## config.mk

```make
export PLATFORM = sky130hd
export DESIGN_NAME = trax_turn_sequencer_flat
export DESIGN_NICKNAME = d
export VERILOG_FILES = /design/src/rtl/trax_ctrl_pkg.sv /design/src/rtl/trax_turn_sequencer_if.sv /design/src/rtl/trax_stage_watchdog.sv /design/src/rtl/trax_turn_sequencer.sv /design/src/flat_wrapper.sv
export SDC_FILE = /design/constraint.sdc
export NUM_CORES = 1
export LEC_CHECK = 0
export CAP_MARGIN = 0
export CORE_MARGIN = 2
export CORE_UTILIZATION = 45
export DETAILED_ROUTE_END_ITERATION = 8
export GPL_TIMING_DRIVEN = 0
export PLACE_DENSITY = 0.76
export SLEW_MARGIN = 20
export SYNTH_ARGS = -nofsm -noshare
export SYNTH_HDL_FRONTEND = slang
export SYNTH_HIERARCHICAL = 1
export SYNTH_SLANG_ARGS = --single-unit
```

## constraint.sdc

```tcl
create_clock -name clk -period 4.7 [get_ports clk]
set_input_delay 0.47 -clock clk [delete_from_list [all_inputs] [get_ports clk]]
set_output_delay 0.47 -clock clk [all_outputs]
set_load 0.01 [all_outputs]
```

## src/rtl/trax_ctrl_pkg.sv

```systemverilog
// Shared types and constants for the Trax turn sequencer.
package trax_ctrl_pkg;

  typedef enum logic [3:0] {
    S_IDLE      = 4'd0,
    S_COLOR     = 4'd1,
    S_SEL_ST    = 4'd2,
    S_SEL_WT    = 4'd3,
    S_OWN_PL_ST = 4'd4,
    S_OWN_PL_WT = 4'd5,
    S_OWN_FC_ST = 4'd6,
    S_OWN_FC_WT = 4'd7,
    S_OPP_WT    = 4'd8,
    S_OPP_PL_ST = 4'd9,
    S_OPP_PL_WT = 4'd10,
    S_OPP_FC_ST = 4'd11,
    S_OPP_FC_WT = 4'd12,
    S_DONE      = 4'd13,
    S_ERROR     = 4'd14
  } state_t;

  // SRAM port owner select
  localparam logic [1:0] SRAM_HOST  = 2'd0;
  localparam logic [1:0] SRAM_FORCE = 2'd1;
  localparam logic [1:0] SRAM_TSEL  = 2'd2;

endpackage

```

## src/rtl/trax_turn_sequencer_if.sv

```systemverilog
// Handshake bundle between the turn sequencer and the tile-select, placer and force units.
interface trax_turn_sequencer_if;
  logic       tile_select_start;
  logic       placer_start;
  logic       force_start;
  logic       tile_select_ready;
  logic       placer_ready;
  logic       force_ready;
  logic       win_detected;
  logic [1:0] sram_sel;
  logic       placer_sel;

  modport master (
    output tile_select_start, placer_start, force_start, sram_sel, placer_sel,
    input  tile_select_ready, placer_ready, force_ready, win_detected
  );

  modport slave (
    input  tile_select_start, placer_start, force_start, sram_sel, placer_sel,
    output tile_select_ready, placer_ready, force_ready, win_detected
  );
endinterface

```

## src/rtl/trax_stage_watchdog.sv

```systemverilog
// Per-stage watchdog: counts cycles spent in a wait state and flags expiry
// when the awaited unit has not answered by the last allowed cycle.
module trax_stage_watchdog #(
  parameter int TIMEOUT_CYCLES = 1024,
  parameter int TIMEOUT_W      = 11
) (
  input  logic clk,
  input  logic reset,
  input  logic clear,
  input  logic enable,
  input  logic ready,
  output logic expired
);
  // Last cycle index a unit may still answer in; zero disables the watchdog.
  localparam logic [TIMEOUT_W-1:0] LAST =
    TIMEOUT_W'((TIMEOUT_CYCLES == 0) ? 0 : TIMEOUT_CYCLES - 1);

  logic [TIMEOUT_W-1:0] count_q;

  // Cycle counter, restarted by every start state and by abort.
  always_ff @(posedge clk or negedge reset) begin
    if (!reset) begin
      count_q <= '0;
    end else if (clear) begin
      count_q <= '0;
    end else if (enable && count_q != LAST) begin
      count_q <= count_q + TIMEOUT_W'(1);
    end
  end

  assign expired = (TIMEOUT_CYCLES != 0) && enable && !ready && (count_q == LAST);

endmodule

```

## src/rtl/trax_turn_sequencer.sv

```systemverilog
// Trax turn sequencer: orders tile selection, own placement, forced play and
// the opponent move, with watchdog, move limit, win detection and abort.
module trax_turn_sequencer
  import trax_ctrl_pkg::*;
#(
  parameter int TIMEOUT_CYCLES = 1024,
  parameter int TIMEOUT_W      = 11,
  parameter int MOVE_W         = 8,
  parameter int MAX_MOVES      = 200
) (
  input  logic                  clk,
  input  logic                  reset,
  input  logic                  send_recive,
  input  logic                  isWhite,
  input  logic                  abort,
  trax_turn_sequencer_if.master units,
  output logic [3:0]            state,
  output logic [MOVE_W-1:0]     move_count,
  output logic                  game_over,
  output logic                  timeout_err,
  output logic [3:0]            err_stage
);

  state_t            state_q, state_d;
  logic [MOVE_W-1:0] move_count_q, move_inc;
  logic [3:0]        err_stage_q;
  logic              wd_clear, wd_enable, wd_ready, wd_expired;
  logic              count_bump, limit_hit;

  function automatic logic [MOVE_W-1:0] sat_inc(input logic [MOVE_W-1:0] v);
    return (v == {MOVE_W{1'b1}}) ? v : v + MOVE_W'(1);
  endfunction

  assign move_inc  = sat_inc(move_count_q);
  assign limit_hit = (MAX_MOVES != 0) && (move_inc == MOVE_W'(MAX_MOVES));

  // Select which unit's ready the watchdog is guarding; OPP_WT is not guarded.
  always_comb begin
    wd_enable = 1'b1;
    wd_ready  = 1'b0;
    case (state_q)
      S_SEL_WT:                 wd_ready = units.tile_select_ready;
      S_OWN_PL_WT, S_OPP_PL_WT: wd_ready = units.placer_ready;
      S_OWN_FC_WT, S_OPP_FC_WT: wd_ready = units.force_ready;
      default:                  wd_enable = 1'b0;
    endcase
  end

  // Every wait state is entered from a start state, so clearing there restarts the count.
  assign wd_clear = abort ||
                    (state_q inside {S_SEL_ST, S_OWN_PL_ST, S_OWN_FC_ST, S_OPP_PL_ST, S_OPP_FC_ST});

  trax_stage_watchdog #(
    .TIMEOUT_CYCLES(TIMEOUT_CYCLES),
    .TIMEOUT_W     (TIMEOUT_W)
  ) u_watchdog (
    .clk    (clk),
    .reset  (reset),
    .clear  (wd_clear),
    .enable (wd_enable),
    .ready  (wd_ready),
    .expired(wd_expired)
  );

  // Next-state logic: abort beats ready, ready beats watchdog expiry.
  always_comb begin
    state_d    = state_q;
    count_bump = 1'b0;
    case (state_q)
      S_IDLE:      if (send_recive) state_d = S_COLOR;
      S_COLOR:     state_d = isWhite ? S_SEL_ST : S_OPP_WT;
      S_SEL_ST:    state_d = S_SEL_WT;
      S_SEL_WT: begin
        if (units.tile_select_ready) state_d = S_OWN_PL_ST;
        else if (wd_expired)         state_d = S_ERROR;
      end
      S_OWN_PL_ST: state_d = S_OWN_PL_WT;
      S_OWN_PL_WT: begin
        if (units.placer_ready) state_d = S_OWN_FC_ST;
        else if (wd_expired)    state_d = S_ERROR;
      end
      S_OWN_FC_ST: state_d = S_OWN_FC_WT;
      S_OWN_FC_WT: begin
        if (units.force_ready) begin
          count_bump = 1'b1;
          state_d    = (units.win_detected || limit_hit) ? S_DONE : S_OPP_WT;
        end else if (wd_expired) begin
          state_d = S_ERROR;
        end
      end
      S_OPP_WT:    if (send_recive) state_d = S_OPP_PL_ST;
      S_OPP_PL_ST: state_d = S_OPP_PL_WT;
      S_OPP_PL_WT: begin
        if (units.placer_ready) state_d = S_OPP_FC_ST;
        else if (wd_expired)    state_d = S_ERROR;
      end
      S_OPP_FC_ST: state_d = S_OPP_FC_WT;
      S_OPP_FC_WT: begin
        if (units.force_ready) begin
          count_bump = 1'b1;
          state_d    = (units.win_detected || limit_hit) ? S_DONE : S_SEL_ST;
        end else if (wd_expired) begin
          state_d = S_ERROR;
        end
      end
      S_DONE, S_ERROR: state_d = state_q;
      default:         state_d = S_IDLE;
    endcase
    if (abort) state_d = S_IDLE;
  end

  // State register.
  always_ff @(posedge clk or negedge reset) begin
    if (!reset) state_q <= S_IDLE;
    else        state_q <= state_d;
  end

  // Placed-tile counter, bumped on each completed forced-play pass.
  always_ff @(posedge clk or negedge reset) begin
    if (!reset)          move_count_q <= '0;
    else if (abort)      move_count_q <= '0;
    else if (count_bump) move_count_q <= move_inc;
  end

  // Capture the stage that timed out on the way into ERROR.
  always_ff @(posedge clk or negedge reset) begin
    if (!reset)                                        err_stage_q <= '0;
    else if (abort)                                    err_stage_q <= '0;
    else if (state_d == S_ERROR && state_q != S_ERROR) err_stage_q <= state_q;
  end

  // SRAM port owner decoded from the current state.
  always_comb begin
    units.sram_sel = SRAM_HOST;
    case (state_q)
      S_SEL_ST, S_SEL_WT:                                    units.sram_sel = SRAM_TSEL;
      S_OWN_FC_ST, S_OWN_FC_WT, S_OPP_FC_ST, S_OPP_FC_WT:    units.sram_sel = SRAM_FORCE;
      default:                                               units.sram_sel = SRAM_HOST;
    endcase
  end

  assign units.tile_select_start = (state_q == S_SEL_ST);
  assign units.placer_start      = (state_q == S_OWN_PL_ST) || (state_q == S_OPP_PL_ST);
  assign units.force_start       = (state_q == S_OWN_FC_ST) || (state_q == S_OPP_FC_ST);
  assign units.placer_sel        = state_q inside {S_SEL_ST, S_SEL_WT, S_OWN_PL_ST, S_OWN_PL_WT};

  assign state       = state_q;
  assign move_count  = move_count_q;
  assign game_over   = (state_q == S_DONE);
  assign timeout_err = (state_q == S_ERROR);
  assign err_stage   = err_stage_q;

endmodule

```

## src/flat_wrapper.sv

```systemverilog
// flat-port wrapper written by rule: the top's interface ports become plain ports
module trax_turn_sequencer_flat import trax_ctrl_pkg::*;
#(
  parameter int TIMEOUT_CYCLES = 1024,
  parameter int TIMEOUT_W      = 11,
  parameter int MOVE_W         = 8,
  parameter int MAX_MOVES      = 200
)
  (clk, reset, send_recive, isWhite, abort, state, move_count, game_over, timeout_err, err_stage, units_tile_select_start, units_placer_start, units_force_start, units_sram_sel, units_placer_sel, units_tile_select_ready, units_placer_ready, units_force_ready, units_win_detected);
  trax_turn_sequencer_if units_i ();
  input  logic clk;
  input  logic reset;
  input  logic send_recive;
  input  logic isWhite;
  input  logic abort;
  output logic [3:0] state;
  output logic [MOVE_W-1:0] move_count;
  output logic game_over;
  output logic timeout_err;
  output logic [3:0] err_stage;
  output wire logic [$bits(units_i.tile_select_start)-1:0] units_tile_select_start;
  output wire logic [$bits(units_i.placer_start)-1:0] units_placer_start;
  output wire logic [$bits(units_i.force_start)-1:0] units_force_start;
  output wire logic [$bits(units_i.sram_sel)-1:0] units_sram_sel;
  output wire logic [$bits(units_i.placer_sel)-1:0] units_placer_sel;
  input wire logic [$bits(units_i.tile_select_ready)-1:0] units_tile_select_ready;
  input wire logic [$bits(units_i.placer_ready)-1:0] units_placer_ready;
  input wire logic [$bits(units_i.force_ready)-1:0] units_force_ready;
  input wire logic [$bits(units_i.win_detected)-1:0] units_win_detected;
  assign units_tile_select_start = units_i.tile_select_start;
  assign units_placer_start = units_i.placer_start;
  assign units_force_start = units_i.force_start;
  assign units_sram_sel = units_i.sram_sel;
  assign units_placer_sel = units_i.placer_sel;
  assign units_i.tile_select_ready = units_tile_select_ready;
  assign units_i.placer_ready = units_placer_ready;
  assign units_i.force_ready = units_force_ready;
  assign units_i.win_detected = units_win_detected;
  trax_turn_sequencer #(.TIMEOUT_CYCLES(TIMEOUT_CYCLES), .TIMEOUT_W(TIMEOUT_W), .MOVE_W(MOVE_W), .MAX_MOVES(MAX_MOVES)) u_core (.clk(clk), .reset(reset), .send_recive(send_recive), .isWhite(isWhite), .abort(abort), .units(units_i), .state(state), .move_count(move_count), .game_over(game_over), .timeout_err(timeout_err), .err_stage(err_stage));
endmodule
```

# After elaboration in Yosys (flattened, before gate mapping)

Cells that the tools add are included.
W data, S select, Z words.

Muxes and demuxes: 25
$add $sub $neg: 2
Eq/ne operators: 20
Reductions and logical operators: 21

Operators by type and width:

| cell                    | number |
|---|---|
| $pmux W4 S14            | 1 |
| $mux W4                 | 13 |
| $eq A4 B4 Y1 const B    | 8 |
| $mux W8                 | 3 |
| $mux W11                | 2 |
| $eq A4 B3 Y1 const B    | 4 |
| $eq A8 B8 Y1 const B    | 2 |
| $add A11 B1 Y11 const B | 1 |
| $eq A11 B10 Y1 const B  | 1 |
| $ne A11 B10 Y1 const B  | 1 |
| $add A8 B1 Y8 const B   | 1 |
| $eq A4 B2 Y1 const B    | 2 |
| $reduce_or A2 Y1        | 4 |
| $reduce_bool A2 Y1      | 3 |
| $reduce_bool A5 Y1      | 1 |
| $reduce_or A5 Y1        | 1 |
| $eq A4 B1 Y1 const B    | 1 |
| $logic_and A1 B1 Y1     | 4 |
| $logic_not A4 Y1        | 1 |
| $logic_or A1 B1 Y1      | 4 |
| $ne A4 B4 Y1 const B    | 1 |
| $pmux W2 S2             | 1 |
| $reduce_bool A4 Y1      | 1 |
| $reduce_or A4 Y1        | 1 |
| 4 further kinds         | 6 |

Logic and storage cells: 72
Input bits: 9
Output and inout bits: 24
Register bits: 27

# Logic depth before layout (Yosys ltp)

Word-level depth: 14
Gate-level depth with buffers: 15
Depth with buffers taken out: 12

# Hierarchy

The synthesis kept the hierarchy.

By module, submodules not included:

| module              | area each (um2) | instances | seq. area each (um2) | cells each |
|---|---|---|---|---|
| trax_turn_sequencer | 1442.6          | 1         | 400.4                | 180 |
| trax_stage_watchdog | 706.9           | 1         | 275.3                | 75 |

# Worst setup path after synthesis

OpenSTA, ideal clock, no wires.

Path kind: register to register
From: register u_core.state_q[0], in the netlist u_core/state[0]
To: register u_core.err_stage_q[0], in the netlist u_core/err_stage[0]
Path slack: 0.986 ns
Period minus slack after synthesis: 3.714 ns
Data required time: 4.575 ns
Library setup time: 0.125 ns
Arrival: 3.589 ns
Stages on the path, launching flop included: 16
Buffers on the path: 4
Path through: dfrtp_1 > buf_2 > buf_2 > buf_2 > a21oi_1 > a211oi_1 > buf_2 > nand2_1 > nor4_1 > nor2_1 > a22o_1 > nand2_1 > nand3_1 > a211o_1 > a2111oi_4 > mux2_4

Elaborated cells on any way between the ends: 40
Those cells by class: eq/ne: 16; mux: 14; reduce/logical: 10

RTL lines:

| element                                    | RTL line                   | RTL |
|---|---|---|
| start: declaration                         | trax_turn_sequencer.sv:24  | `state_t state_q, state_d;` |
| start signal: assignment                   | trax_turn_sequencer.sv:115 | `else state_q <= state_d;` |
| $eq A4 B4 Y1, or another cell as far along | trax_turn_sequencer.sv:41  | `case (state_q)` |
| $reduce_or A5 Y1 (no line) (*)             | -                          |  |
| $mux W1 (*)                                | trax_turn_sequencer.sv:41  |  |
| net u_core.wd_enable                       | trax_turn_sequencer.sv:27  | `logic wd_clear, wd_enable, wd_ready, wd_expired;` |
| $logic_and A1 B1 Y1 (*) (2 in a row)       | trax_stage_watchdog.sv:31  | `assign expired = (TIMEOUT_CYCLES != 0) && enable && !ready && (count_q == LAST);` |
| net u_core.wd_expired                      | trax_turn_sequencer.sv:27  |  |
| $mux W4 (*)                                | -                          |  |
| $mux W4, on equally long branches          | -                          |  |
| $pmux W4 S14 (*)                           | trax_turn_sequencer.sv:69  | `case (state_q)` |
| $mux W4 (*)                                | trax_turn_sequencer.sv:109 | `if (abort) state_d = S_IDLE;` |
| $eq A4 B4 Y1 (*)                           | trax_turn_sequencer.sv:129 | `else if (state_d == S_ERROR && state_q != S_ERROR) err_stage_q <= state_q;` |
| $logic_and A1 B1 Y1 (*)                    | trax_turn_sequencer.sv:129 |  |
| $reduce_bool A2 Y1 (no line) (*)           | -                          |  |
| end signal: assignment                     | trax_turn_sequencer.sv:129 |  |
| end: declaration                           | trax_turn_sequencer.sv:26  | `logic [3:0] err_stage_q;` |

Mark *: on every way through the listed nets, which the timed path passes. The rest lies on a longest branch. The select of a mux whose other input is x is not followed.
A chain may end at the register's enable or synchronous reset.

# Worst setup path after layout

From: register u_core.state_q[0], in the netlist u_core/state[0]
To: register u_core.err_stage_q[2], in the netlist u_core/err_stage[2]

Same word-level chain as after synthesis.

==> qor.yml <==
die_x_um: 73.1
worst_clock_skew_ns: 0.00213
endpoint_kind: "register"
fin_tns_setup_ns: 0
setup_viol: 0
synth.cell_area_um2: 2150
wl_mm: 5.29
cp-start-kind: "register"
crit_fanout: 10
p_comb_frac: 0.186
start_util: 0.461
clockPowerShare: 0.303
synth.distinct_cells: 62
synth.avg_cell_area_um2: 8.43
ir_worst_vdd_uv: 162
outcome: "finished clean"
crit_required_ns: 4.88
drc: 0
cts_resized: 0
root_buffer: "clkbuf_8"
p_seq_frac: 0.511
hp-class: "input pin to asynchronous set/reset pin"
slowest_delay_ns: 0.70
ios: 33
leakage_uw: 0.000997
rsz0062_at_grt: "false"
place.gp.congestion: 0.923
slew-limit-headroom: 0.488
cts_tree: "built"
yosys_most_used_dff: "dfrtp_1"
worstMarginPinSlew_ns: 0.761
yosysWarnings: 6
cp-startpoint: "u_core/state[0]"
antenna_cells: 0
cts_hold_buf: 0
area_growth_pct: 19.9
worst_skew_pair.late_latency_ns: 0.28
rows: 25
power.density_nw_per_um2: 180
worstPathArrival_ns: 4.39
slew_viol_final: 0
synth_seq_area_share: 0.314
synth_nets: 266
cp_top_family: "compound AO/OA/AOI/OAI gates"
grt_pass1_wl_mm: 8.60
antenna_left: 0
fin_hold_ws_ns: 0.193
drt_iter0_markers: 241
switching_share: 0.288
cp_common_cell: "buf_2"
synth-edff-count: 0
dp_cells: 340
min_period_over_period: 0.895
async_flop_share: 1.00
netlist_instances: 255
ys_ff_latch: 27
clockBufferDepth: 2
drv_cap: 0
overflow: 0
path_buf_inv: 4
viasPerCell: 5.95
stdcell_count: 344
drive_gt1_frac: 0.145
fp.dieH_um: 73.1
clk_pin_slew_ns: 0.10
post_cts_buffers: 0
hold_violations: 0
cp_cell_sequence: "buf_2 > buf_2 > buf_2 > a21oi_1 > a211oi_1 > buf_2 > nand2_1 > nor4_2 > nor2_1 > nor2_1 > nor3_1 > o311ai_1 > a21oi_2 > a2111oi_4 > mux2_4"
drtPass1Iterations: 4
antenna_found_initial: 0
dp_hpwl_mm: 3.77
final.min_clock_period_ns: 4.21
r2r-start: "u_core/state[0]"
numCtsBuffers: 3
grt_pass1_vias: 1892
post_drt_wl_per_cell_um: 15.4
die_area_um2: 5350
core-area_um2: 4660
p_switching_uw: 134
power_uw: 464
io_buffers: 31
num_vias: 2047
fmax_mhz: 238
cpMaxStageDelayCell: "nor4_2"
htreeDepth: 1
crit_type: "register to register"
fin_nets: 302
intPower_uw: 330
cts_sinks: 27
grt.total_usage: 0.205
grt_start_max_net_pins: 28
-- cell families (layout without fill, tap and decap cells) --
family,count (synthesis),in the layout,synth area share
xor+xnor,6,6,0.0279
simple gates,121,121,0.314
buf+inv,25,60,0.0652
fa+ha+maj,2,2,0.0116
mux,8,8,0.0425
compound gates,66,66,0.224
flops,27,27,0.314
-- layer usage --
| layer | track usage | vias up | wire [um] |
|---|---|---|---|
| li1 | - | 1013 | - |
| met1 | 0.278 | 960 | 2440 |
| met2 | 0.333 | 65 | 2430 |
| met3 | 0.0235 | 9 | 321 |
| met4 | 0.0761 | 0 | 98 |
| met5 | 0 | - | 0 |
-- cell usage after synthesis (2+ instances only) --
cell type / count / area (um^2)
dfrtp_1: 27 / 676
a21boi_0: 3 / 22.5
inv_1: 6 / 22.5
nand3_1: 10 / 50.1
a311oi_1: 4 / 35.0
and4_4: 3 / 33.8
o211ai_1: 3 / 22.5
ha_1: 2 / 25.0
a22oi_1: 3 / 22.5
xor2_1: 3 / 26.3
buf_4: 3 / 22.5
and4_1: 2 / 17.5
buf_2: 10 / 50.1
nand3b_1: 3 / 22.5
o22ai_1: 2 / 12.5
mux2i_1: 5 / 50.1
buf_6: 3 / 33.8
a21oi_2: 2 / 17.5
nor2_1: 32 / 120
and2_1: 3 / 18.8
xnor2_1: 2 / 17.5
or3_1: 2 / 12.5
and3_1: 3 / 18.8
nor3_1: 12 / 60.1
a21o_2: 2 / 17.5
mux2_4: 2 / 30.0
a211oi_1: 7 / 52.6
a41oi_1: 2 / 17.5
o311ai_1: 2 / 17.5
o21ai_1: 2 / 10.0
a31oi_1: 3 / 18.8
nor2b_1: 6 / 37.5
nor4_1: 2 / 12.5
nand2b_1: 9 / 56.3
nand4_1: 5 / 31.3
o21ai_0: 6 / 30.0
a21oi_1: 14 / 70.1
nor3b_1: 4 / 30.0
clkbuf_1: 2 / 7.51
nand2_1: 17 / 63.8
-- layout by cell type, fill, tap and decap left out, drive strengths merged, types with 2 or more instances in the layout --
| cell | instances |
|---|---|
| and2 | 3 |
| o211ai | 3 |
| o311ai | 2 |
| xnor2 | 3 |
| nand3 | 11 |
| buf | 17 |
| and3 | 3 |
| a22oi | 3 |
| a21o | 2 |
| o21ai | 8 |
| nor2 | 32 |
| a311oi | 4 |
| nand2b | 9 |
| dfrtp | 27 |
| and4 | 5 |
| a41oi | 2 |
| nand2 | 18 |
| nor3 | 13 |
| nor3b | 4 |
| clkbuf | 5 |
| clkdlybuf4s50 | 30 |
| mux2 | 3 |
| inv | 7 |
| a21oi | 16 |
| mux2i | 5 |
| a211oi | 7 |
| nor4 | 3 |
| a2111oi | 2 |
| nor2b | 6 |
| ha | 2 |
| nand4 | 6 |
| o22ai | 2 |
| a31oi | 3 |
| a21boi | 4 |
| xor2 | 3 |
| or3 | 2 |
| nand3b | 3 |
-- state kept, by name, summed over array words and instances (netlist names) --
signal / flops
u_core/err_stage: 4
u_core/move_count: 8
u_core/state: 4
u_core/u_watchdog/count_q: 11
-- worst paths after layout --
check                                                     to  slack (ns)  depth (start not counted)
worst max-delay path                     u_core/err_stage[2]        0.49                         15
worst min register to register           u_core/err_stage[3]        0.55                          2
max in group asynchronous                    u_core/state[3]        4.11                          1
worst min-delay path            u_core/u_watchdog/count_q[3]        0.19                          1
min in group clk                         u_core/err_stage[3]        0.55                          2
worst max register to register           u_core/err_stage[2]        0.49                         15
-- through the flow --
| stage | util | instance area, um^2 | setup WS, ns |
|---|---|---|---|
| floorplan | - | 2150 | 0.986 |
| global placement | 0.542 | 2530 | 0.266 |
| detailed placement | 0.541 | 2520 | 0.245 |
| CTS | 0.552 | 2570 | 0.197 |
| global route | 0.553 | 2580 | 0.268 |
| finish | 0.553 | 2580 | 0.492 |
-- power by group through the flow --
stage	combinational, uW	clock [uW]	sequential, uW
2_1_floorplan	51.3	0	242
3_3_place_gp	85.5	0	241
3_5_place_dp	85.1	0	241
4_1_cts	85.5	146	237
5_1_grt	95.5	157	238
6_report	86.1	141	237
-- layout make-up --
| type | count | area [um^2] |
|---|---|---|
| fillers | 445 | 2080 |
| multi-input cells | 203 | 1340 |
| flip-flops and latches | 27 | 676 |
| repair buffers | 31 | 305 |
| plain buffers | 18 | 114 |
| well taps | 54 | 67.6 |
| clock buffers | 3 | 41.3 |
| inverters | 7 | 26.3 |
| clock inverters | 1 | 7.51 |
-- worst reg2reg max path: stages, from the launching register on --
cell,delay [ns]
dfrtp_1,0.35
buf_2,0.18
buf_2,0.23
buf_2,0.25
a21oi_1,0.06
a211oi_1,0.19
buf_2,0.23
nand2_1,0.13
nor4_2,0.70
nor2_1,0.17
nor2_1,0.14
nor3_1,0.06
o311ai_1,0.38
a21oi_2,0.09
a2111oi_4,0.59
mux2_4,0.35
Power figures use the tool's default switching activity.
